`config.mk`:
```
export PLATFORM = sky130hd
export DESIGN_NAME = dma_read_arbiter
export DESIGN_NICKNAME = d
export VERILOG_FILES = /design/src/rtl/dma_read_arbiter.sv
export SDC_FILE = /design/constraint.sdc
export NUM_CORES = 1
export LEC_CHECK = 0
export BUFFER_PORTS_ARGS = -buffer_cell sky130_fd_sc_hd__buf_2
export CORE_MARGIN = 4
export CORE_UTILIZATION = 45
export CTS_CLUSTER_SIZE = 24
export DETAILED_ROUTE_END_ITERATION = 10
export GPL_TIMING_DRIVEN = 1
export PLACE_DENSITY = 0.8
export SYNTH_ARGS = -nofsm -noshare
export SYNTH_HDL_FRONTEND = slang
export SYNTH_SLANG_ARGS = --single-unit
```
`constraint.sdc`:
```
create_clock -name clk -period 1.8 [get_ports clk]
set_input_delay 0 -clock clk [delete_from_list [all_inputs] [get_ports clk]]
set_output_delay 0 -clock clk [all_outputs]
set_load 0.02 [all_outputs]
```
`src/rtl/dma_read_arbiter.sv`:
```
// -----------------------------------------------------------------------------
// dma_read_arbiter
//
// Shares one DMA read port (addr/read/word/valid level handshake) between
// NUM_REQ requesters. Requests are served one at a time in round-robin order.
// The returned word goes only to the granted requester. ram_read is always
// low for at least one cycle between two transactions.
//
// Optional feature (compile-time macro DMA_ARB_TIMEOUT_EN):
//   Aborts a WAIT that lasts TIMEOUT_CYCLES cycles. The requester then gets
//   req_word = all ones, and the sticky flag timeout_err is set.
//
// Ports:
//   clk           system clock
//   rst           synchronous, active-high reset
//   req_addr      packed requester addresses, slice i = [i*RAM_WID +: RAM_WID]
//   req_read      per-requester read request (level)
//   req_word      returned word (shared, qualified by req_valid)
//   req_valid     per-requester completion, at most one bit high
//   ram_dma_addr  registered DMA address
//   ram_read      DMA read request
//   ram_word      DMA data
//   ram_valid     DMA data valid
//   grant         index of the current / last granted requester
//   busy          high whenever the arbiter is not idle
//   timeout_err   sticky timeout flag (only with DMA_ARB_TIMEOUT_EN)
// -----------------------------------------------------------------------------
module dma_read_arbiter #(
    parameter int NUM_REQ          = 2,
    parameter int RAM_WID          = 32,
    parameter int RAM_WORD_WID     = 16,
    parameter int TIMEOUT_CYCLES   = 255,
    parameter int TIMEOUT_CNTR_LEN = 8,
    localparam int GW              = (NUM_REQ > 1) ? $clog2(NUM_REQ) : 1
) (
`ifdef DMA_ARB_TIMEOUT_EN
    output logic                        timeout_err,
`endif
    input  logic                        clk,
    input  logic                        rst,
    input  logic [NUM_REQ*RAM_WID-1:0]  req_addr,
    input  logic [NUM_REQ-1:0]          req_read,
    output logic [RAM_WORD_WID-1:0]     req_word,
    output logic [NUM_REQ-1:0]          req_valid,
    output logic [RAM_WID-1:0]          ram_dma_addr,
    output logic                        ram_read,
    input  logic [RAM_WORD_WID-1:0]     ram_word,
    input  logic                        ram_valid,
    output logic [GW-1:0]               grant,
    output logic                        busy
);

    typedef enum logic [1:0] {ST_IDLE, ST_WAIT, ST_DONE} state_t;

    localparam logic [GW:0] NUM_REQ_W = (GW+1)'(NUM_REQ);

    state_t                  r_state;
    logic [GW-1:0]           r_last_grant;
    logic [GW-1:0]           r_grant;
    logic                    r_ram_read;
    logic [RAM_WID-1:0]      r_ram_dma_addr;
    logic [RAM_WORD_WID-1:0] r_req_word;
    logic [NUM_REQ-1:0]      r_req_valid;

    logic [RAM_WID-1:0]      w_addr_arr [NUM_REQ];
    logic [GW-1:0]           w_cand_idx [NUM_REQ];
    logic [NUM_REQ-1:0]      w_cand_ok;
    logic [NUM_REQ-1:0]      w_eligible;
    logic [NUM_REQ-1:0]      w_grant_onehot;
    logic                    w_pick_found;
    logic [GW-1:0]           w_pick_idx;
    logic                    w_grant_read;

    // Out-of-range parameter settings leave this marker block in the hierarchy.
    if (NUM_REQ < 2 || NUM_REQ > 4 || TIMEOUT_CYCLES < 1 || TIMEOUT_CNTR_LEN < 1) begin : g_unsupported_params
    end

    assign w_eligible   = req_read & ~r_req_valid;
    assign w_grant_read = req_read[r_grant];

    // Candidate gi is the requester (gi+1) places after the last grant,
    // wrapped modulo NUM_REQ. Candidate 0 therefore has the highest priority.
    for (genvar gi = 0; gi < NUM_REQ; gi++) begin : g_req
        localparam logic [GW:0] OFFS = (GW+1)'(gi + 1);
        logic [GW:0] w_sum;

        assign w_addr_arr[gi]     = req_addr[gi*RAM_WID +: RAM_WID];
        assign w_sum              = {1'b0, r_last_grant} + OFFS;
        assign w_cand_idx[gi]     = (w_sum >= NUM_REQ_W) ? GW'(w_sum - NUM_REQ_W) : GW'(w_sum);
        assign w_cand_ok[gi]      = w_eligible[w_cand_idx[gi]];
        assign w_grant_onehot[gi] = (r_grant == GW'(gi));
    end

    // Scan from the lowest priority upward, so the highest priority
    // (lowest offset) eligible candidate is the last one written.
    always_comb begin
        w_pick_found = 1'b0;
        w_pick_idx   = w_cand_idx[0];
        for (int k = NUM_REQ - 1; k >= 0; k--) begin
            if (w_cand_ok[k]) begin
                w_pick_found = 1'b1;
                w_pick_idx   = w_cand_idx[k];
            end
        end
    end

`ifdef DMA_ARB_TIMEOUT_EN
    localparam logic [TIMEOUT_CNTR_LEN-1:0] TMO_LAST = TIMEOUT_CNTR_LEN'(TIMEOUT_CYCLES - 1);
    logic [TIMEOUT_CNTR_LEN-1:0] r_to_cnt;
    logic                        r_timeout_err;
    assign timeout_err = r_timeout_err;
`endif

    always_ff @(posedge clk) begin
        if (rst) begin
            r_state        <= ST_IDLE;
            r_last_grant   <= GW'(NUM_REQ - 1);
            r_grant        <= '0;
            r_ram_read     <= 1'b0;
            r_ram_dma_addr <= '0;
            r_req_word     <= '0;
            r_req_valid    <= '0;
`ifdef DMA_ARB_TIMEOUT_EN
            r_to_cnt       <= '0;
            r_timeout_err  <= 1'b0;
`endif
        end else begin
            case (r_state)
                ST_IDLE: begin
                    // A valid still high from the previous transaction
                    // must not complete the next one, so hold off the grant.
                    if (w_pick_found && !ram_valid) begin
                        r_ram_dma_addr <= w_addr_arr[w_pick_idx];
                        r_ram_read     <= 1'b1;
                        r_grant        <= w_pick_idx;
                        r_state        <= ST_WAIT;
`ifdef DMA_ARB_TIMEOUT_EN
                        r_to_cnt       <= '0;
`endif
                    end
                end
                ST_WAIT: begin
                    // Data wins over a simultaneous abort.
                    if (ram_valid) begin
                        r_req_word  <= ram_word;
                        r_req_valid <= w_grant_onehot;
                        r_ram_read  <= 1'b0;
                        r_state     <= ST_DONE;
                    end else if (!w_grant_read) begin
                        r_ram_read   <= 1'b0;
                        r_last_grant <= r_grant;
                        r_state      <= ST_IDLE;
                    end
`ifdef DMA_ARB_TIMEOUT_EN
                    else if (r_to_cnt == TMO_LAST) begin
                        r_ram_read    <= 1'b0;
                        r_req_word    <= '1;
                        r_req_valid   <= w_grant_onehot;
                        r_timeout_err <= 1'b1;
                        r_state       <= ST_DONE;
                    end else begin
                        r_to_cnt <= r_to_cnt + 1'b1;
                    end
`endif
                end
                ST_DONE: begin
                    if (!w_grant_read) begin
                        r_req_valid  <= '0;
                        r_last_grant <= r_grant;
                        r_state      <= ST_IDLE;
                    end
                end
                default: r_state <= ST_IDLE;
            endcase
        end
    end

    assign req_word     = r_req_word;
    assign req_valid    = r_req_valid;
    assign ram_dma_addr = r_ram_dma_addr;
    assign ram_read     = r_ram_read;
    assign grant        = r_grant;
    assign busy         = (r_state != ST_IDLE);

endmodule

```
== After elaboration in Yosys (flattened, before gate mapping) ==
Cells that the tools add are included.

* Output and inout port bits: 53
* Bits of input ports: 85
* Bits in registers: 55
* Logic and storage cells: 68

* Muxes and demuxes: 29
* Equality and inequality tests: 7
* $lt $le $gt $ge: 6
* Reductions and logical operators: 11
* Add/subtract/negate cells: 4
* Bitwise gates (word level): 4

{| class="wikitable"
|+ Operator list
! cell !! number
|-
| 32-bit 2-to-1 mux || 3
|-
| 1-bit 2-to-1 mux || 17
|-
| 2-bit 2-to-1 mux || 5
|-
| 2-bit != test (second input constant) || 4
|-
| 2-bit >= comparator (second input constant) || 3
|-
| 1-bit by 2-bit less-than comparator with 1-bit output (second input constant) || 3
|-
| 2-bit case mux with 3 select lines || 1
|-
| 2-bit AND reduction || 3
|-
| 3-bit AND reduction || 2
|-
| 2-bit nonzero test || 3
|-
| 1-bit case mux with 2 select lines || 2
|-
| 2-bit case mux with 2 select lines || 1
|-
| 3-bit != test (second input constant) || 1
|-
| 1-bit by 1-bit adder with 2-bit output (second input constant) || 1
|-
| 1-bit by 2-bit adder with 2-bit output (second input constant) || 1
|-
| 2-bit bitwise AND || 1
|-
| 2-bit by 1-bit == test with 1-bit output (second input constant) || 1
|-
| 2-bit == test (second input constant) || 1
|-
| 2-bit zero test || 1
|-
| 1-bit inverter with 2-bit output || 1
|-
| 2-bit inverter || 1
|-
| 1-bit subtractor (second input constant) || 2
|-
| 1-bit logical AND || 1
|-
| 1-bit zero test || 1
|-
| 1-bit inverter || 1
|}

== Logic depth before layout (Yosys ltp) ==
* Word-level depth: 11
* Gate-level depth with buffers: 7
* Depth with buffers taken out: 6

== Worst setup path after synthesis ==
Ideal clock, no wire load.

* Kind: register to register
* Start: reg r_state[0]
* End: reg r_ram_dma_addr[10], in the netlist ram_dma_addr[10]
* Clock period less this slack: 1611 ps
* Setup time: 147 ps
* Buffers on the path: 2
* Stages on the path, launching flop included: 8
* Arrival time: 1464 ps
* Data required time: 1653 ps
* Path slack: 189 ps
* Path through: dfxtp_1 inv_1 ha_1 inv_2 a211oi_4 buf_6 buf_6 a311oi_2

* Word-level cells in the longest chain between the ends: 2

{| class="wikitable"
|+ RTL lines
! what !! line !! text
|-
| from (decl) || 57 || <nowiki>state_t r_state;</nowiki>
|-
| from (signal assigned) || 116 || <nowiki>r_state <= ST_IDLE;</nowiki>
|-
| from (signal assigned) || 136 || <nowiki>r_state <= ST_WAIT;</nowiki>
|-
| from (signal assigned) || 148 || <nowiki>r_state <= ST_DONE;</nowiki>
|-
| 2-bit zero test || 128 || <nowiki>case (r_state)</nowiki>
|-
| 2-bit AND reduction (no source line) || n/a ||
|-
| to (signal assigned) || 133 || <nowiki>r_ram_dma_addr <= w_addr_arr[w_pick_idx];</nowiki>
|-
| to (decl) || 61 || <nowiki>logic [RAM_WID-1:0] r_ram_dma_addr;</nowiki>
|}

No other way between the ends.
A chain may end at the register's enable or synchronous reset.

== Worst setup path in the final report ==
* Start: reg r_state[1]
* End: reg r_ram_dma_addr[17], in the netlist ram_dma_addr[17]

The elaborated chain is that of the path after synthesis.

==> metrics <==
Clock Tree Root clkbuf_8; initial DRC count 120; Layout Cells excl Fill 586; Total GRT Usage around a quarter; Max Freq roughly 0.58 GHz; post-DR vias/cell approximately 5; vias in the first global route just over 3000; Worst path slowest cell dfxtp_1; GRT overflow 0; Detail Placement HPWL about 5.0 mm; cell area power density around 1200 mW/mm^2; setup slack after layout about 80 ps; register area share after synthesis around two fifths; Top delay family on crit path compound AO/OA/AOI/OAI gates; Worst Setup Start Kind flip-flop; antenna violations before repair 0; total CTS buffers 5; most frequent cell after synthesis nand2_1; synth cell count leaders nand2_1 (98), dfxtp_1 (55), nor2_1 (34), a311oi_2 (32), a21oi_1 (20); CTS Sinks 55; number of synthesized flops with an enable pin 0; Crit Path Class reg -> reg; die width 85.0 um; Buffers on Ports about 140; Yosys top cell by area dfxtp_1; area grow syn2layout 61.7%; Synth area leaders dfxtp_1 (41%), a311oi_2 (18%), nand2_1 (14%), nor2_1 (4.8%), a21oi_1 (3.8%); Final period util between 90 and 100%; Worst Path Buf+Inv 4; Post-Route WL approximately 9.4 mm; max-cap violation count 0; Slew headroom 75.0%; crit path cell chain inv_1 -> ha_1 -> inv_2 -> a211oi_4 -> buf_4 -> buf_12 -> nor2_1 -> a311oi_2; share of cells above drive strength 1 around 40%; largest net degree at the start of global routing 35; Post-DRT Antenna Nets 0; via count 2984; Die H approximately 85 um; status complete, no violations; Pint between 2 and 3 mW; # DRC 0; switching portion of total power 42.0%; IR drop worst, VDD around 0.00069 V; Critical Path RT around 2000 ps; drt pass-1 iters 4; Top FF cell, synth dfxtp_1; sequential share of power roughly a third; core footprint 0.00564 mm^2; synthesized instance count around 300; DP Worst Slack roughly 140 ps; ant diodes 0; clock skew approximately 16 ps; crit path max fanout 17; Synth Cell Area ~0.0027 mm^2; GP Congestion ~0.88; CTS Buffer Depth 2; Ys Warns 0; Initial Util between 40% and 50%; num ports around 140; Post-synth ARST share 0%; Die Area between 0.007 and 0.008 mm^2; CP Data Arrival Time ~1900 ps; Leakage roughly 1.9 nW; final setup vio count 0; Skew-Pair Late Insertion Delay around 310 ps; CP endpoint kind flip-flop; Fin. Hold Viols 0; Final Core Density 76.5%; Worst-path clk slew roughly 80 ps; NetSw roughly 2.2 mW; crit path time final 1720 ps; Netlist cell types 36; Synth Register Bits 55; Gate power share roughly half; nets@finish about 600; wire per inst ~16 um; Setup TNS 0 ps; first-pass GRT wire length approximately 15 mm; share of the synthesized area in the top cell type approximately two fifths; clock tree from TritonCTS yes; clock power share around 15%; highest cell delay on the worst timing path between 300 and 400 ps; Avg Cell Area, Syn about 9 um^2; syn nets roughly 390; number of cells after detailed placement roughly 500; HP Class in -> reg; num rows 27; max-slew violations 0; Slew @ Worst Pin 364 ps; H-Tree Depth 2
[registers in the layout, indices dropped and copies added (netlist names)]
| signal | cells |
|---|---|
| req_valid | 2 |
| req_word | 16 |
| ram_dma_addr | 32 |
| ram_read | 1 |
| r_state | 2 |
| grant | 1 |
| r_last_grant | 1 |
[layer usage]
metal | global-route usage [%] | up-vias | wire length [um]
met1 | 28.9 | 1382 | 3700
met2 | 45.0 | 122 | 4770
met5 | 0 | - | 0
met4 | 6.91 | 0 | 191
li1 | - | 1460 | -
met3 | 7.48 | 20 | 692
[kinds of logic (layout without fill, tap and decap cells)]
family,count (synthesis),count (layout),share of synthesized area (%)
adders and majority gates,6,6,2.81
DFF,55,55,41.3
AOI/OAI and AO/OA,67,67,26.9
buffers and inverters,29,241,6.42
muxes,2,2,0.750
and+or+nand+nor,143,143,21.8
[path summary, 6_finish.rpt]
path                        startpoint                       endpoint  slack [ps]  cells past startpoint
max            r_state[1]$_SDFFE_PP0P_  ram_dma_addr[17]$_SDFFE_PP0P_          80                      8
min                       req_addr[19]  ram_dma_addr[19]$_SDFFE_PP0P_           8                      3
min reg2reg  req_word[12]$_SDFFE_PP0N_      req_word[12]$_SDFFE_PP0N_         450                      2
max reg2reg    r_state[1]$_SDFFE_PP0P_  ram_dma_addr[17]$_SDFFE_PP0P_          80                      8
[layout make-up]
class	instances	area, um^2
Timing Repair Buffer	227	1600
Clock buffer	6	72.6
Inverter	7	26.3
Sequential cell	55	1100
Clock inverter	1	30.0
Fill cell	362	1330
Multi-Input combinational cell	218	1400
Tap cell	72	90.1
[metrics by stage]
step / total power [mW] / hold WS [ps] / instance area, um^2
floorplan: 3.49 / 136 / 2670
global placement: 4.06 / 240 / 3400
detailed placement: 4.12 / 246 / 3400
CTS: 5.04 / 2.11 / 4270
global route: 5.47 / 0.794 / 4310
finish: 5.17 / 7.88 / 4310
[cells in the final DEF, fill, tap and decap left out, types with 3 or more instances in the layout]
cell,synthesis,routed
buf_4,0,10
ha_1,4,4
nor2_1,34,34
dfxtp_1,55,54
nand2_1,98,98
clkbuf_8,0,5
o21ai_0,3,3
a21oi_1,20,20
inv_1,6,5
a311oi_2,32,32
buf_2,8,137
dlygate4sd3_1,0,77
[power groups by stage]
stage	combinational [mW]	clock [mW]	sequential, mW
2_1_floorplan	1.45	0	2.04
3_3_place_gp	2.33	0	1.72
3_5_place_dp	2.40	0	1.73
4_1_cts	2.53	0.804	1.71
5_1_grt	2.86	0.854	1.76
6_report	2.66	0.786	1.72
[what timing repair did]
item / 4_1_cts / 5_1_grt
resized for setup: 0 / 2
endpoints found under the setup margin: 0 / 2
hold endpoints to repair: 48 / 0
setup buffers: 0 / 2
hold buffers: 77 / 0
[worst min-delay path: stages]
cell	delay, ps
buf_2	100
nand2_1	60
a311oi_2	90
(Power assumes the default switching activity.)
